**src/rtl/up_down_cmd_gen.sv**
```systemverilog
// Pushbutton command generator: synchronise, debounce and press-detect up/down/clear buttons into
// single-cycle up_dwn codes. Define AUTO_REPEAT_EN to add hold-to-repeat on up/down.

module up_down_cmd_gen_debounce #(
  parameter int DEBOUNCE_CYCLES = 16
) (
  input  logic clk,
  input  logic reset,
  input  logic raw,
  output logic level
);
  localparam int CW = $clog2(DEBOUNCE_CYCLES + 1);
  localparam logic [CW-1:0] CNT_TC = CW'(DEBOUNCE_CYCLES);

  logic          sync_a;
  logic          sync_b;
  logic [CW-1:0] cnt;

  always_ff @(posedge clk or posedge reset) begin
    if (reset) begin
      sync_a <= 1'b0;
      sync_b <= 1'b0;
    end else begin
      sync_a <= raw;
      sync_b <= sync_a;
    end
  end

  // level only flips once the input has disagreed for DEBOUNCE_CYCLES+1 cycles in a row
  always_ff @(posedge clk or posedge reset) begin
    if (reset) begin
      cnt   <= '0;
      level <= 1'b0;
    end else if (sync_b == level) begin
      cnt <= '0;
    end else if (cnt == CNT_TC) begin
      level <= ~level;
      cnt   <= '0;
    end else begin
      cnt <= cnt + CW'(1);
    end
  end
endmodule

module up_down_cmd_gen #(
  parameter int DEBOUNCE_CYCLES = 16,
  parameter int REPEAT_DELAY    = 64,
  parameter int REPEAT_PERIOD   = 16
) (
  input  logic       clk,
  input  logic       reset,
  input  logic       btn_up,
  input  logic       btn_dwn,
  input  logic       btn_clr,
  output logic [1:0] up_dwn,
  output logic [2:0] btn_state
);
  localparam logic [1:0] CMD_IDLE = 2'b00;
  localparam logic [1:0] CMD_UP   = 2'b01;
  localparam logic [1:0] CMD_DWN  = 2'b10;
  localparam logic [1:0] CMD_CLR  = 2'b11;

  logic [2:0] raw;
  logic [2:0] level;
  logic [2:0] rise;
  logic       rep_fire;
  logic [1:0] rep_code;
  logic [1:0] cmd_next;

  assign raw = {btn_clr, btn_dwn, btn_up};

  for (genvar i = 0; i < 3; i++) begin : g_deb
    up_down_cmd_gen_debounce #(
      .DEBOUNCE_CYCLES(DEBOUNCE_CYCLES)
    ) u_deb (
      .clk  (clk),
      .reset(reset),
      .raw  (raw[i]),
      .level(level[i])
    );
  end

  // btn_state is the previous debounced level, so it doubles as the edge detector's history
  assign rise = level & ~btn_state;

`ifdef AUTO_REPEAT_EN
  localparam int RMAX = (REPEAT_DELAY > REPEAT_PERIOD) ? REPEAT_DELAY : REPEAT_PERIOD;
  localparam int RW   = $clog2(RMAX + 1);
  localparam logic [RW-1:0] RELOAD_DELAY  = RW'(REPEAT_DELAY - 1);
  localparam logic [RW-1:0] RELOAD_PERIOD = RW'(REPEAT_PERIOD - 1);

  logic [RW-1:0] rep_tmr;
  logic          rep_active;

  // runs only while a single direction is held and nothing new was pressed this cycle
  assign rep_active = (level[0] ^ level[1]) & ~level[2] & ~(|rise);
  assign rep_fire   = rep_active & (rep_tmr == '0);
  assign rep_code   = level[0] ? CMD_UP : CMD_DWN;

  always_ff @(posedge clk or posedge reset) begin
    if (reset) begin
      rep_tmr <= '0;
    end else if (!rep_active) begin
      rep_tmr <= RELOAD_DELAY;
    end else if (rep_tmr == '0) begin
      rep_tmr <= RELOAD_PERIOD;
    end else begin
      rep_tmr <= rep_tmr - RW'(1);
    end
  end
`else
  logic unused_repeat_cfg;

  assign unused_repeat_cfg = ^{REPEAT_DELAY, REPEAT_PERIOD};
  assign rep_fire          = 1'b0;
  assign rep_code          = CMD_IDLE;
`endif

  always_comb begin
    cmd_next = CMD_IDLE;
    if (rise[2]) begin
      cmd_next = CMD_CLR;
    end else if (rise[0] && rise[1]) begin
      cmd_next = CMD_IDLE;
    end else if (rise[0]) begin
      cmd_next = CMD_UP;
    end else if (rise[1]) begin
      cmd_next = CMD_DWN;
    end else if (rep_fire) begin
      cmd_next = rep_code;
    end
  end

  always_ff @(posedge clk or posedge reset) begin
    if (reset) begin
      up_dwn    <= CMD_IDLE;
      btn_state <= 3'b000;
    end else begin
      up_dwn    <= cmd_next;
      btn_state <= level;
    end
  end
endmodule
```
**config.mk**
```make
export PLATFORM = sky130hd
export DESIGN_NAME = up_down_cmd_gen
export DESIGN_NICKNAME = d
export VERILOG_FILES = /design/src/rtl/up_down_cmd_gen.sv
export SDC_FILE = /design/constraint.sdc
export NUM_CORES = 1
export LEC_CHECK = 0
export BUFFER_PORTS_ARGS = -buffer_cell sky130_fd_sc_hd__buf_2
export CAP_MARGIN = 20
export CORE_MARGIN = 2
export CORE_UTILIZATION = 30
export CTS_CLUSTER_DIAMETER = 120
export DETAILED_ROUTE_END_ITERATION = 8
export GPL_ROUTABILITY_DRIVEN = 0
export GPL_TIMING_DRIVEN = 0
export PLACE_DENSITY = 0.52
export REMOVE_ABC_BUFFERS = 1
export SLEW_MARGIN = 30
export SYNTH_ARGS = -nofsm -noshare
export SYNTH_HDL_FRONTEND = slang
export SYNTH_SLANG_ARGS = --single-unit
```
**constraint.sdc**
```tcl
create_clock -name clk -period 1.17 [get_ports clk]
set_input_delay 0.117 -clock clk [delete_from_list [all_inputs] [get_ports clk]]
set_output_delay 0.117 -clock clk [all_outputs]
set_load 0.03 [all_outputs]
```
* After elaboration in Yosys (flattened, before gate mapping)
Cells that the tools add are included.
Word-level totals: register bits 29, output and inout bits 5, word-level logic and storage cells 45
Cells by class: add/subtract/negate cells 3, equality and inequality tests 6, muxes and demuxes 10, bitwise logic cells 8, reduce and logical (&&, ||, !) cells 4
Operators by type and width (count):
- $mux 5 | 6
- $add 5x1->5 const B | 3
- $eq 5x5->1 const B | 3
- $mux 2 | 4
- $not 1->1 | 6
- $reduce_and 2->1 | 3
- $and 3x3->3 | 1
- $eq 1x1->1 | 3
- $not 3->3 | 1
- $logic_and 1x1->1 | 1

* Logic depth before layout (Yosys ltp)
Gate-level depths: netlist of run 1.
depth after elaboration 6, depth in mapped cells 5

* Modules after synthesis
A second synthesis of run 1 with hierarchy kept.
Second synthesis, totals: cell total of the unflattened synthesis 95, area total of the unflattened synthesis 1168.6 µm²
By module, submodules not included:
- up_down_cmd_gen_debounce | instances 3, cells an instance 28, area each 332.8 µm²
- up_down_cmd_gen | instances 1, cells an instance 11, area each 170.2 µm²

* Worst setup path after synthesis of run 1
No wires, ideal clock.
path type register to register, start point reg g_deb[0].u_deb.cnt[0], end point reg g_deb[0].u_deb.level, arrival time 1.103 ns, slack -0.057 ns, cell stages (with the launch flop) 6, clock period less this slack 1.227 ns, path through dfrtp_1 > inv_1 > ha_1 > nand2_1 > nor3_1 > mux2_2
On the way: longest elaborated chain between the ends 2
RTL lines:
- start, declared | RTL line 17 | logic [CW-1:0] cnt;
- start signal, assigned | RTL line 40 | cnt <= cnt + CW'(1);
- $eq 5x5->1 | RTL line 36 | end else if (cnt == CNT_TC) begin
- $reduce_and 2->1 (no line)
- end signal, assigned | RTL line 37 | level <= ~level;
- end, declared | RTL line 10 | output logic level
Every way passes these cells. A chain may end at the register's enable or synchronous reset.

* Worst setup path in the final report of run 1
Same ends and word-level chain as after synthesis.

==> out/metrics.yaml, run 1 <==
floorplanning:
  start_util_pct: 31.8
  fp-row-count: 22
  die_area_um2: 4450
  die_x_um: 66.7
  pin_count: 10
  core_area_um2: 3720
  die_y_um: 66.7
critical_path:
  crit_buf_inv: 1
  crit_slowest_cell: "dfrtp_1"
  path_delay_family: "flip-flops"
  slowest_delay_ps: 370
  cp_max_fo: 2
  start_kind: "flop"
  critPathRequiredTime_ps: 1340
  arrival_ps: 1370
  crit_type: "flop to flop"
  reg2reg_depth: 5
  endpoint_kind: "flop"
  path_cells: "inv_1 > ha_1 > nand2_2 > nor3_4 > mux2_4"
  path_depth: 5
finish:
  drive_gt1_share_pct: 35.9
  syn_to_final_growth_pct: 29.8
  final_cell_area_um2: 1530
  layout.nets: 128
  nFillCells: 349
  stdcell_count: 165
  diodes: 0
power_and_ir_drop:
  max-vdd-ir-drop_v: 0.000564
  leakage_nw: 0.721
  power_mw: 2.05
  powerDensity_nw_per_um2: 1340
worst_hold_path:
  min_path_cells: 0
  hold_class: "flop to flop"
logic_synthesis:
  yosys_warnings: 0
  synth.avg_cell_area_um2: 13.0
  netlist_instances: 91
  synth_seq_cells: 29
  syn_area_um2: 1180
  yosysUniqueCellTypes: 18
  ys_seq_area_share_pct: 61.4
place:
  io_buffers: 9
  placed_area_um2: 1290
  dp.cells: 148
  dp_hpwl_um: 1160
sta:
  finalSetupTns_ps: -33.7
  min_period_ps: 1200
  drv_slew: 0
  skew_ps: 6.40
  rsz0062_at_grt: "true"
  worst_slack_ps: -33.7
  worst_slew_pin_slew_ps: 578
  whs_ps: 340
  hold_viol_final: 0
  clock.fmax_ghz: 0.831
  finalSetupViolations: 1
  slew_headroom_pct: 61.4
  period_share_pct: 103
route:
  drt-wirelength-per-cell_um: 11.5
  drc: 0
  drt-total-wl_um: 1900
  via_count: 702
  drtIter0Drc: 37
  drtPass1Iterations: 4
  drt-vias-per-instance: 4.25
  ant_nets: 0
clock_tree:
  cts.sinks: 29
  cts_buffer_depth: 2
  htree_levels: 2
  cts_root_buf: "clkbuf_8"
  clk_pin_slew_worst_paths_ps: 60
  clk_latency_ps: 280
  cts_buffers: 5
  cts_tree: "built"
global_routing:
  grt_pass1_wl_um: 3250
  overflow: 0
  grt_usage_pct: 10.7
  antenna_found_initial: 0
  first_global_vias: 739
  grt_max_degree: 30
run:
  cap_violations: 0
outcome:
  status: "finished with violations"
  violations: "setup timing"
-- area by class of cell --
type	count	area [um^2]	share of cell area, %
timing repair buffer	19	130	8.49
multi-input combinational	55	504	32.9
tap	48	60.1	3.92
sequential	29	726	47.3
inverter	7	26.3	1.71
clock buffer	7	86.3	5.63
-- path summary, 6_finish.rpt --
| kind | from | endpoint | slack, ps |
|---|---|---|---|
| worst min register to register | g_deb[0].u_deb.sync_a | g_deb[0].u_deb.sync_b | 340 |
| max in group asynchronous | reset | g_deb[1].u_deb.cnt[2] | 340 |
| worst max register to register | g_deb[0].u_deb.cnt[0] | g_deb[0].u_deb.level | -30 |
| min in group asynchronous | reset | g_deb[2].u_deb.level | 440 |
| worst max-delay path | g_deb[0].u_deb.cnt[0] | g_deb[0].u_deb.level | -30 |
| worst min-delay path | g_deb[0].u_deb.sync_a | g_deb[0].u_deb.sync_b | 340 |
-- sequential cells by signal, indices dropped and copies added, names as in the netlist --
| register | count |
|---|---|
| g_deb.u_deb.cnt | 15 |
| btn_state | 3 |
| g_deb.u_deb.level | 3 |
| g_deb.u_deb.sync_a | 3 |
| g_deb.u_deb.sync_b | 3 |
| up_dwn | 2 |
-- Yosys cell counts --
| cell type | number | area share (%) |
|---|---|---|
| mux2_4 | 2 | 2.5 |
| nor3_1 | 1 | 0.42 |
| xor2_1 | 8 | 5.9 |
| nand2b_1 | 2 | 1.1 |
| nand3_1 | 6 | 2.5 |
| nor2b_1 | 1 | 0.53 |
| xnor2_1 | 4 | 3.0 |
| dfrtp_1 | 29 | 61 |
| mux2_2 | 1 | 0.95 |
| inv_1 | 7 | 2.2 |
| and3_2 | 1 | 0.64 |
| nand4bb_4 | 2 | 4.7 |
| nor2_1 | 11 | 3.5 |
| nand2_1 | 5 | 1.6 |
| ha_1 | 6 | 6.4 |
| o31ai_1 | 1 | 0.64 |
| o21ai_0 | 1 | 0.42 |
| and2_1 | 3 | 1.6 |
-- through the flow --
step / util [%] / worst slack [ps]
detailed placement: 34.6 / -125
global route: 41.2 / -97.8
floorplan: - / -57.4
finish: 41.2 / -33.7
CTS: 39.9 / -39.9
global placement: 34.6 / -139
-- layer usage --
metal / GRT usage, % / up-vias / routed length, um
met4: 11.5 / 0 / 97
met1: 11.6 / 334 / 819
met5: 0 / - / 0
met3: 3.55 / 8 / 95
met2: 15.5 / 22 / 887
li1: - / 338 / -
-- logic make-up after synthesis --
logic type      after synthesis  share of synthesized area [%]
fa+ha+maj                     6                           6.36
flops                        29                           61.4
simple gates                 32                           16.5
xor+xnor                     12                           8.90
compound gates                2                           1.06
mux                           3                           3.50
buf+inv                       7                           2.22
-- layout by cell type, fill, tap and decap left out --
cell           count
and2_1             3
and3_2             1
buf_2              9
buf_4              6
clkbuf_1           1
clkbuf_8           6
dfrtp_1           29
dlygate4sd3_1      4
ha_1               1
ha_2               2
ha_4               3
inv_1              2
inv_2              5
mux2_4             3
nand2_1            4
nand2_2            1
nand2b_1           2
nand3_1            4
nand3_2            2
nand4bb_4          2
nor2_1            11
nor2b_1            1
nor3_4             1
o21ai_0            1
o31ai_2            1
xnor2_1            4
xor2_1             8
-- power breakdown --
group / internal (mW) / switching [mW] / total (mW)
clock network: 0.465 / 0.349 / 0.813
logic: 0.0879 / 0.0845 / 0.172
registers: 1.04 / 0.0290 / 1.07
total: 1.59 / 0.462 / 2.05
-- timing repair --
action / in CTS / in global routing
buffers inserted: 6 / 0
pin swaps: 1 / 2
resized for setup: 6 / 13
endpoints found under the setup margin: 6 / 11
hold buffers: 4 / 0
endpoints found under the hold margin: 32 / 0
Power figures use the tool's default switching activity.
==> run 2: changes to the inputs <==
Settings changed: CORE_MARGIN 2 to 4, GPL_ROUTABILITY_DRIVEN 0 to not set, PLACE_DENSITY 0.52 to not set, PLACE_DENSITY_LB_ADDON set to 0.2.
==> run 2 against run 1 <==
- the run still ends with setup timing left
- flip-flop and latch count stayed put
- die area is 12% higher
- clock-buffer cell count stayed put
- first-iteration DRC count is 27% lower
- clock skew is 3.4 ps lower
- worst hold slack better by 10 ps
- critical path depth stayed put
- setup slack worse by 16 ps
- sequential power hardly changed
- combinational power is 9% lower
- power is 1.5% lower
- critical path type unchanged
- largest cell class unchanged
==> out/metrics.yaml, run 2 (synthesis gave the netlist of run 1 again) <==
route:
  drtIter0Drc: 27  # was 37
  drt-wirelength-per-cell_um: 10.6  # was 11.5 um
  drt-total-wl_um: 1760  # was 1900 um
  drt-vias-per-instance: 4.19  # was 4.25
  drtPass1Iterations: 4  # unchanged
  via_count: 695  # was 702
  drc: 0  # unchanged
  ant_nets: 0  # unchanged
clock_tree:
  cts_tree: "built"  # unchanged
  cts_buffers: 5  # unchanged
  clk_pin_slew_worst_paths_ps: 60  # about the same
  clk_latency_ps: 270  # was 280 ps
  cts.sinks: 29  # unchanged
  cts_buffer_depth: 2  # unchanged
  htree_levels: 2  # unchanged
  cts_root_buf: "clkbuf_8"  # unchanged
floorplanning:
  core_area_um2: 3740  # was 3720 um^2
  fp-row-count: 22  # unchanged
  die_x_um: 70.7  # was 66.7 um
  die_y_um: 70.7  # was 66.7 um
  start_util_pct: 31.6  # was 31.8%
  die_area_um2: 5000  # was 4450 um^2
  pin_count: 10  # unchanged
sta:
  slew_headroom_pct: 59.7  # was 61.4%
  worst_slack_ps: -49.5  # was -33.7 ps
  finalSetupViolations: 1  # unchanged
  finalSetupTns_ps: -49.5  # was -33.7 ps
  worst_slew_pin_slew_ps: 603  # was 578 ps
  skew_ps: 2.98  # was 6.40 ps
  clock.fmax_ghz: 0.820  # was 0.831 GHz
  drv_slew: 0  # unchanged
  rsz0062_at_grt: "true"  # unchanged
  period_share_pct: 104  # was 103%
  whs_ps: 351  # was 340 ps
  hold_viol_final: 0  # unchanged
  min_period_ps: 1220  # was 1200 ps
critical_path:
  crit_slowest_cell: "dfrtp_1"  # unchanged
  crit_type: "flop to flop"  # unchanged
  slowest_delay_ps: 380  # was 370 ps
  critPathRequiredTime_ps: 1330  # was 1340 ps
  setup.worst_path.start: "g_deb[0].u_deb.cnt[0]"  # unchanged
  crit_buf_inv: 1  # unchanged
  path_depth: 5  # unchanged
  r2r_slack_ps: -50  # was -30 ps
  start_kind: "flop"  # unchanged
  path_cells: "inv_1 > ha_1 > nand2_2 > nor3_4 > mux2_4"  # unchanged
  reg2reg_depth: 5  # unchanged
  arrival_ps: 1380  # was 1370 ps
  path_delay_family: "flip-flops"  # unchanged
  cp_max_fo: 2  # unchanged
  r2r_start: "g_deb[0].u_deb.cnt[0]"  # unchanged
  endpoint_kind: "flop"  # unchanged
finish:
  mostFrequentLayoutCell: "dfrtp_1"  # unchanged
  regMostFlops: "g_deb.u_deb.cnt"  # unchanged
  largest_reg_flops: 15  # unchanged
  diodes: 0  # unchanged
  layout.nets: 129  # was 128
  final_cell_mix: "dfrtp_1, nor2_1, buf_2"  # unchanged
  syn_to_final_growth_pct: 27.4  # was 29.8%
  stdcell_count: 166  # was 165
  drive_gt1_share_pct: 32.2  # was 35.9%
  final_cell_area_um2: 1510  # was 1530 um^2
worst_hold_path:
  min_path_cells: 0  # unchanged
  min-delay-start: "g_deb[0].u_deb.sync_a"  # unchanged
  hold_class: "flop to flop"  # unchanged
power_and_ir_drop:
  power_mw: 2.02  # was 2.05 mW
  max-vdd-ir-drop_v: 0.000646  # was 0.000564 V
  powerDensity_nw_per_um2: 1350  # was 1340 nW/um^2
  leakage_nw: 0.724  # was 0.721 nW
global_routing:
  overflow: 0  # unchanged
  grt_max_degree: 30  # unchanged
  first_global_vias: 721  # was 739
  grt_pass1_wl_um: 3190  # was 3250 um
  antenna_found_initial: 0  # unchanged
  grt_usage_pct: 8.48  # was 10.7%
run:
  cap_violations: 0  # unchanged
place:
  placed_area_um2: 1290  # unchanged
  io_buffers: 9  # unchanged
  gp_congestion: 0.784
  dp.cells: 148  # unchanged
  dp_hpwl_um: 1140  # was 1160 um
outcome:
  violations: "setup timing"  # unchanged
  status: "finished with violations"  # unchanged
==> run 2: cell count changes in the layout (fill, tap and decap cells not counted) <==
cell | before | now
inv_1 | 2 | 6
inv_2 | 5 | 1
ha_2 | 2 | 5
ha_4 | 3 | 0
buf_4 | 6 | 7
nand3_1 | 4 | 5
nand3_2 | 2 | 1
==> run 2: where the power goes <==
group / switching (mW) / internal (mW)
logic: 0.0751 / 0.0815
clock network: 0.337 / 0.465
registers: 0.0266 / 1.04
==> run 2: final timing paths <==
path | to
worst max-delay path | g_deb[0].u_deb.level
worst min-delay path | g_deb[0].u_deb.sync_b
worst max register to register | g_deb[0].u_deb.level
worst min register to register | g_deb[0].u_deb.sync_b
max in group asynchronous | btn_state[2]
min in group asynchronous | g_deb[0].u_deb.cnt[1]
==> run 2: stage by stage <==
step / setup slack (ps) / util (%)
global placement: -134 / 34.4
detailed placement: -129 / 34.4
global route: -109 / 40.2
floorplan: -57.4 / -
CTS: -49.6 / 39.4
finish: -49.5 / 40.2
==> run 2: area by class of cell <==
| type | instances | area (um^2) |
|---|---|---|
| Clock buffer | 7 | 86.3 |
| Timing Repair Buffer | 20 | 138 |
| Fill cell | 378 | 2240 |
| Inverter | 7 | 26.3 |
| Sequential cell | 29 | 726 |
| Multi-Input combinational cell | 55 | 469 |
| Tap cell | 48 | 60.1 |
==> run 2: worst reg2reg max path, delay by kind of cell, from the launching register on <==
family                     cells  cell delay, ps
DFF                            1             380
muxes                          1             310
and+or+nand+nor                2             210
adders and majority gates      1             150
buffers and inverters          1              60
==> run 2: repair_timing <==
item                                    4_1_cts  5_1_grt
hold buffers                                  4        0
gates resized for setup                       3        8
endpoints found under the setup margin        6        9
hold endpoints to repair                     32        0
gates cloned                                  0        0
pin swaps                                     1        1
buffers inserted                              7        0
==> run 2: per-layer routing <==
metal / part of all wire [%] / GRT usage, % / vias to the layer above / wire, um
met4: 3.4 / 5.64 / 0 / 59
met3: 5.1 / 3.41 / 7 / 89
met1: 46 / 9.92 / 330 / 806
li1: - / - / 345 / -
met5: 0 / 0 / - / 0
met2: 46 / 12.8 / 13 / 801
